File: src/rtl/nibble_serial_add_ctrl.sv
// -----------------------------------------------------------------------------
// nibble_serial_add_ctrl
//
// Sequences a wide (4*NIBBLES-bit) addition through an external 4-bit
// registered carry-lookahead adder stage, one nibble per cycle. The stage's
// registered carry-out is fed back as the next nibble's carry-in, and the
// returned 5-bit results are assembled into the wide sum.
//
// Ports
//   clk      : clock, all state updates on posedge
//   rst      : asynchronous, active-high reset
//   start    : request, accepted when start=1 and ready=1
//   a, b     : operands (W bits), sampled on accept
//   cin      : carry-in of the wide add, sampled on accept
//   ready    : high only while idle
//   done     : one-cycle pulse, sum/cout valid
//   sum      : wide result, held until the next accept or reset
//   cout     : final carry-out, held with sum
//   cla_x    : A nibble presented to the adder stage (registered)
//   cla_y    : B nibble presented to the adder stage (registered)
//   cla_cin  : carry-in to the adder stage (combinational)
//   cla_r    : adder stage result {carry, sum[3:0]}, one cycle after inputs
// -----------------------------------------------------------------------------
module nibble_serial_add_ctrl #(
    parameter int unsigned NIBBLES = 4
) (
    input  logic                   clk,
    input  logic                   rst,
    input  logic                   start,
    input  logic [4*NIBBLES-1:0]   a,
    input  logic [4*NIBBLES-1:0]   b,
    input  logic                   cin,
    output logic                   ready,
    output logic                   done,
    output logic [4*NIBBLES-1:0]   sum,
    output logic                   cout,
    output logic [3:0]             cla_x,
    output logic [3:0]             cla_y,
    output logic                   cla_cin,
    input  logic [4:0]             cla_r
);

    localparam int unsigned W  = 4 * NIBBLES;
    localparam int unsigned IW = (NIBBLES > 1) ? $clog2(NIBBLES) : 1;
    localparam logic [IW-1:0] LAST_IDX = IW'(NIBBLES - 1);

    typedef enum logic [1:0] {
        S_IDLE  = 2'd0,
        S_ISSUE = 2'd1,
        S_DRAIN = 2'd2,
        S_DONE  = 2'd3
    } state_t;

    state_t         state;
    state_t         state_nxt;
    logic [IW-1:0]  idx;
    logic [W-1:0]   a_q;
    logic [W-1:0]   b_q;
    logic           cin_q;
    logic           accept;

    assign accept = (state == S_IDLE) && start;

    // State register
    always_ff @(posedge clk or posedge rst) begin
        if (rst) begin
            state <= S_IDLE;
        end else begin
            state <= state_nxt;
        end
    end

    // Next-state logic
    always_comb begin
        state_nxt = state;
        case (state)
            S_IDLE:  if (accept)          state_nxt = S_ISSUE;
            S_ISSUE: if (idx == LAST_IDX) state_nxt = S_DRAIN;
            S_DRAIN:                      state_nxt = S_DONE;
            S_DONE:                       state_nxt = S_IDLE;
            default:                      state_nxt = S_IDLE;
        endcase
    end

    // Handshake outputs registered from the next state so they track state exactly
    always_ff @(posedge clk or posedge rst) begin
        if (rst) begin
            ready <= 1'b1;
            done  <= 1'b0;
        end else begin
            ready <= (state_nxt == S_IDLE);
            done  <= (state_nxt == S_DONE);
        end
    end

    // Carry into the stage: latched cin for nibble 0, then the live registered
    // carry of the previous nibble; zero whenever nothing is being issued
    always_comb begin
        cla_cin = 1'b0;
        if (state == S_ISSUE) begin
            cla_cin = (idx == '0) ? cin_q : cla_r[4];
        end
    end

    // Operand latch, nibble issue and result assembly
    always_ff @(posedge clk or posedge rst) begin
        if (rst) begin
            a_q   <= '0;
            b_q   <= '0;
            cin_q <= 1'b0;
            idx   <= '0;
            cla_x <= '0;
            cla_y <= '0;
            sum   <= '0;
            cout  <= 1'b0;
        end else begin
            case (state)
                S_IDLE: begin
                    if (accept) begin
                        a_q   <= a;
                        b_q   <= b;
                        cin_q <= cin;
                        idx   <= '0;
                        cla_x <= a[3:0];
                        cla_y <= b[3:0];
                    end
                end
                S_ISSUE: begin
                    // Result of nibble idx-1 is on cla_r during this cycle
                    for (int n = 1; n < NIBBLES; n++) begin
                        if (idx == IW'(n)) begin
                            sum[4*(n-1) +: 4] <= cla_r[3:0];
                        end
                    end
                    if (idx != LAST_IDX) begin
                        idx   <= idx + IW'(1);
                        cla_x <= 4'(a_q >> (4 * (32'(idx) + 32'd1)));
                        cla_y <= 4'(b_q >> (4 * (32'(idx) + 32'd1)));
                    end
                end
                S_DRAIN: begin
                    // Top nibble's result and its carry-out arrive last
                    sum[W-1 -: 4] <= cla_r[3:0];
                    cout          <= cla_r[4];
                end
                default: begin
                end
            endcase
        end
    end

endmodule

File: config.mk
export PLATFORM = sky130hd
export DESIGN_NAME = nibble_serial_add_ctrl
export DESIGN_NICKNAME = d
export VERILOG_FILES = /design/src/rtl/nibble_serial_add_ctrl.sv
export SDC_FILE = /design/constraint.sdc
export NUM_CORES = 1
export LEC_CHECK = 0
export ABC_AREA = 0
export CAP_MARGIN = 10
export CORE_ASPECT_RATIO = 0.75
export CORE_MARGIN = 10
export CORE_UTILIZATION = 48
export DETAILED_ROUTE_END_ITERATION = 12
export PLACE_DENSITY = 0.91
export SKIP_LAST_GASP = 1
export SLEW_MARGIN = 25
export SYNTH_ARGS = -nofsm -noshare
export SYNTH_HDL_FRONTEND = slang
export SYNTH_SLANG_ARGS = --single-unit
File: constraint.sdc
create_clock -name clk -period 2.6 [get_ports clk]
set_clock_uncertainty 0.1 [all_clocks]
set_input_delay 0.26 -clock clk [delete_from_list [all_inputs] [get_ports clk]]
set_output_delay 0.26 -clock clk [all_outputs]
set_load 0.005 [all_outputs]
# Word level (Yosys, flattened, before mapping)
# Index checks and enable logic that the tools add are counted.
dict set report op_classes {
  addsub 2
  n_eq_ne 10
  shift 2
  mux 14
  reduce_logical 10
}
# op count
set op_table {}
lappend op_table {{$shr A16 B32 Y4} 1}
lappend op_table {{$mux W4} 4}
lappend op_table {{$pmux W4 S2} 2}
lappend op_table {{$shr A16 B5 Y4} 1}
lappend op_table {{$eq A2 B2 Y1 const B} 5}
lappend op_table {{$mux W2} 4}
lappend op_table {{$pmux W2 S4} 1}
lappend op_table {{$reduce_and A2 Y1} 4}
lappend op_table {{$logic_not A2 Y1} 3}
lappend op_table {{$eq A2 B1 Y1 const B} 2}
lappend op_table {{$ne A2 B2 Y1 const B} 2}
lappend op_table {{$pmux W2 S2} 1}
lappend op_table {{$add A2 B1 Y3 const B} 1}
lappend op_table {{$reduce_and A3 Y1} 1}
lappend op_table {{$add A2 B1 Y2 const B} 1}
lappend op_table {{$mux W1} 2}
lappend op_table {{$ne A2 B1 Y1 const B} 1}
lappend op_table {{$reduce_bool A2 Y1} 1}
lappend op_table {{$logic_and A1 B1 Y1} 1}
dict set report word_totals {
  reg_bits 64
  input_bits 41
  output_inout_bits 28
  elab_cells 52
}

# Longest topological paths before layout
dict set report logic_depth {
  depth_word 5
  ltp_mapped 6
  ltp_nobuf 4
}

# Worst setup path after synthesis
# Ideal clock, no wire load.
dict set report synth_path {
  kind {flip-flop to flip-flop}
  start {reg idx[1]}
  end {reg sum[0]}
  setup_ps 125
  t_arrival_ps 1631
  required_time_ps 2375
  slack_ps 744
  path_stages_with_launch 7
  n_path_buf 2
  period_less_slack_ps 1856
  path_cell_list {dfrtp_1 -> clkbuf_1 -> clkbuf_1 -> inv_1 -> ha_1 -> nand2_1 -> mux2_2}
}
dict set report synth_between {
  elab_chain_len 2
}
# element line
set synth_rtl {}
lappend synth_rtl {{start: declaration} 56} ;# logic [IW-1:0] idx;
lappend synth_rtl {{start signal: assignment} 136} ;# idx <= idx + IW'(1);
lappend synth_rtl {{$eq A2 B1 Y1} 131} ;# if (idx == IW'(n)) begin
lappend synth_rtl {{$reduce_and A2 Y1 (no source line)} -}
lappend synth_rtl {{end signal: indexed assignment} 132} ;# sum[4*(n-1) +: 4] <= cla_r[3:0];
lappend synth_rtl {{end signal: indexed assignment} 143} ;# sum[W-1 -: 4] <= cla_r[3:0];
lappend synth_rtl {{end: declaration} 35} ;# output logic [4*NIBBLES-1:0] sum,
# No other way between the ends.
# A chain may end at the register's enable or synchronous reset.

# Worst setup path in the final report
dict set report layout_path {
  start {reg state[1]}
  end {out cla_cin}
}
dict set report layout_between {
  elab_chain_len 2
}
# element line
set layout_rtl {}
lappend layout_rtl {{start: declaration} 54} ;# state_t state;
lappend layout_rtl {{start signal: assignment} 69} ;# state <= state_nxt;
lappend layout_rtl {{$eq A2 B1 Y1} 100} ;# if (state == S_ISSUE) begin
lappend layout_rtl {{$mux W1} 100}
lappend layout_rtl {{end: declaration} 39} ;# output logic cla_cin,
# No other way between the ends.

==> impl_metrics.json <==
{
  "layout_commonest_cell": "clkdlybuf4s50_1",
  "antenna-diode-count": 0,
  "insertion_delay_ps": 310,
  "synth_cell_types": 22,
  "ffs_w_async_s_r_synth": 1.00,
  "grt.overflow.total": 0,
  "detailroute.via_count": 1709,
  "clk_transition_reported_paths_ps": 90,
  "ys.warnings.count": 0,
  "synth_edf_count": 0,
  "grtUsageTotal": 0.145,
  "syn-instance-count": 185,
  "worstPathCellList": "nand2b_1 -> nor2_1 -> clkdlybuf4s50_1",
  "grt_first_pass_wirelength_um": 9720,
  "post-place-ws_ps": 646,
  "path_class": "reg -> out",
  "maximum_number_of_pins_on_one_net_before_global_route_repair": 32,
  "rsz0062_at_grt": "no",
  "antenna_found_initial": 0,
  "start_kind": "flip-flop",
  "dr.pass1.iters": 4,
  "setup.reg_to_reg.worst_slack_ps": 620,
  "htreeDepth": 2,
  "clock_sink_count": 56,
  "routedWlPerCell_um": 18.2,
  "total_instance_count_after_detailed_placement": 319,
  "y_dimension_of_the_die_um": 82.7,
  "layout_setup_ws_ps": 361,
  "slowest_stage": "dfrtp_1",
  "via_density": 5.23,
  "starting_density_of_the_core": 0.504,
  "synth_flop_cell": "dfrtp_1",
  "min_path_type": "in -> async",
  "final_min_period_over_clock_period": 0.861,
  "buffer_ports.inserted": 68,
  "cp-end-kind": "primary output",
  "flow.area_growth_from_synthesis_pct": 34.0,
  "maxSlewHeadroom": 0.641,
  "final_non_filler_cells": 327,
  "tightestPinTransition_ps": 525,
  "drt.antenna.violating_nets": 0,
  "hpwl_um": 4800,
  "critPathRequiredTime_ps": 2240,
  "cts.root.buffer_cell": "clkbuf_8",
  "grt_pass1_vias": 1859,
  "drive_gt1_frac": 0.235,
  "setup_viol": 0,
  "synth_sequential_area_ratio": 0.558,
  "arrival_ps": 1880,
  "netlist_area_um2": 2510,
  "timing.critical_path.fanout_max": 13,
  "timing.setup.tns_ps": 0,
  "period_minus_slack_ps": 2240,
  "tritoncts": "built",
  "place_congestion": 0.880,
  "hold_slack_ps": 237,
  "cts-hold-fix-buffers": 0,
  "floorplan.die.width_um": 104,
  "finalMaxSlewViolations": 0,
  "cts_setup_buffers": 0,
  "timing_hold_violations_final": 0,
  "max-clock-path-buffers": 2,
  "die_area_um2": 8560,
  "fmax_ghz": 0.447,
  "layout_common_cells": "clkdlybuf4s50_1 (68), dfrtp_1 (55), mux2_2 (43)",
  "cts-resized-gates": 0,
  "synth.avg_cell_area_um2": 13.6,
  "cts-buffers-inserted": 5,
  "maxCapViolations": 0,
  "cellPowerDensity_nw_per_um2": 1210,
  "routed_wirelength_um": 5960,
  "peakVddDrop_mv": 0.560,
  "ys_ff_latch": 56,
  "status": "complete, no violations",
  "synth.net_count": 231,
  "drc_errors": 0,
  "power.total_mw": 4.07,
  "synth_top_area_share": 0.548,
  "floorplan.io_pins": 69,
  "initialDrtViolationCount": 86,
  "post_synth_main_area_contributors": "dfrtp_1 (55%), mux2_2 (19%), mux2i_1 (3.6%), a22o_1 (3.1%), a2111oi_0 (2.8%)",
  "num_rows": 22,
  "synth_top_cell_by_area": "dfrtp_1",
  "core_area_um2": 4980,
  "cp_slowest_stage_delay_ps": 530,
  "count_of_nets_after_finishing": 300,
  "power.static_leakage_nw": 1.44
}
-- synthesized netlist by cell type (2+ instances only) --
cell type and number:
nor2_1 3, clkbuf_1 5, buf_2 3, a2111oi_0 8
mux2_2 43, mux2i_1 9, buf_6 2, nand2b_1 2
nand2_1 5, dfrtp_1 55, a22o_1 9, inv_1 12
ha_1 5, nand3b_1 8, o211ai_1 8, buf_4 2
-- cell type report --
| type | count | area [um2] |
|---|---|---|
| fillers | 375 | 1620 |
| flip-flops and latches | 56 | 1400 |
| multi-input cells | 105 | 1000 |
| repair buffers | 74 | 738 |
| clock buffers | 8 | 90.1 |
| well taps | 72 | 90.1 |
| inverters | 12 | 45.0 |
-- power breakdown --
group | internal [mW] | switching [mW] | leakage [nW]
Combinational | 1.19 | 0.792 | 0.735
Clock | 0.218 | 0.254 | 0.0455
Sequential | 1.33 | 0.285 | 0.662
Total | 2.73 | 1.33 | 1.44
-- per-stage QoR --
stage / util / instance area (um2)
5_1_grt: 0.676 / 3370
4_1_cts: 0.676 / 3370
2_1_floorplan: - / 2510
3_5_place_dp: 0.657 / 3280
3_3_place_gp: 0.657 / 3280
6_report: 0.676 / 3370
-- worst max-delay path, delay by kind of cell (launching register included) --
kind | cells | cell delay, ps
buf+inv | 1 | 520
simple gates | 2 | 520
flops | 1 | 530
-- cell families after synthesis --
| kind of cell | count (synthesis) | share of synthesized area |
|---|---|---|
| muxes | 52 | 0.229 |
| AOI/OAI and AO/OA | 25 | 0.0832 |
| buffers and inverters | 24 | 0.0463 |
| and+or+nand+nor | 23 | 0.0588 |
| DFF | 56 | 0.558 |
| adders and majority gates | 5 | 0.0249 |
-- worst paths after layout --
| kind | from | to | cells after the start |
|---|---|---|---|
| max | state[1]$_DFF_PP0_ | cla_cin | 3 |
| min | rst | cla_x[3]$_DFFE_PP0P_ | 2 |
| max reg2reg | idx[1]$_DFFE_PP0P_ | idx[0]$_DFFE_PP0P_ | 5 |
| min reg2reg | b_q[5]$_DFFE_PP0P_ | b_q[5]$_DFFE_PP0P_ | 1 |
| max in group asynchronous | rst | cla_y[3]$_DFFE_PP0P_ | 3 |
| min in group clk | b_q[5]$_DFFE_PP0P_ | b_q[5]$_DFFE_PP0P_ | 1 |
-- state kept, by name (all words and copies together), names as in the netlist --
register / count
sum: 16
a_q: 12
b_q: 12
cla_x: 4
cla_y: 4
idx: 2
state: 2
cin_q: 1
cout: 1
done: 1
ready: 1
-- routing by layer --
metal,up-vias,GRT usage,wire [um]
met5,-,0,0
met4,0,0.0702,130
met3,10,0.0356,268
met2,49,0.242,2850
met1,844,0.176,2710
li1,806,-,-
Power figures use the tool's default switching activity.
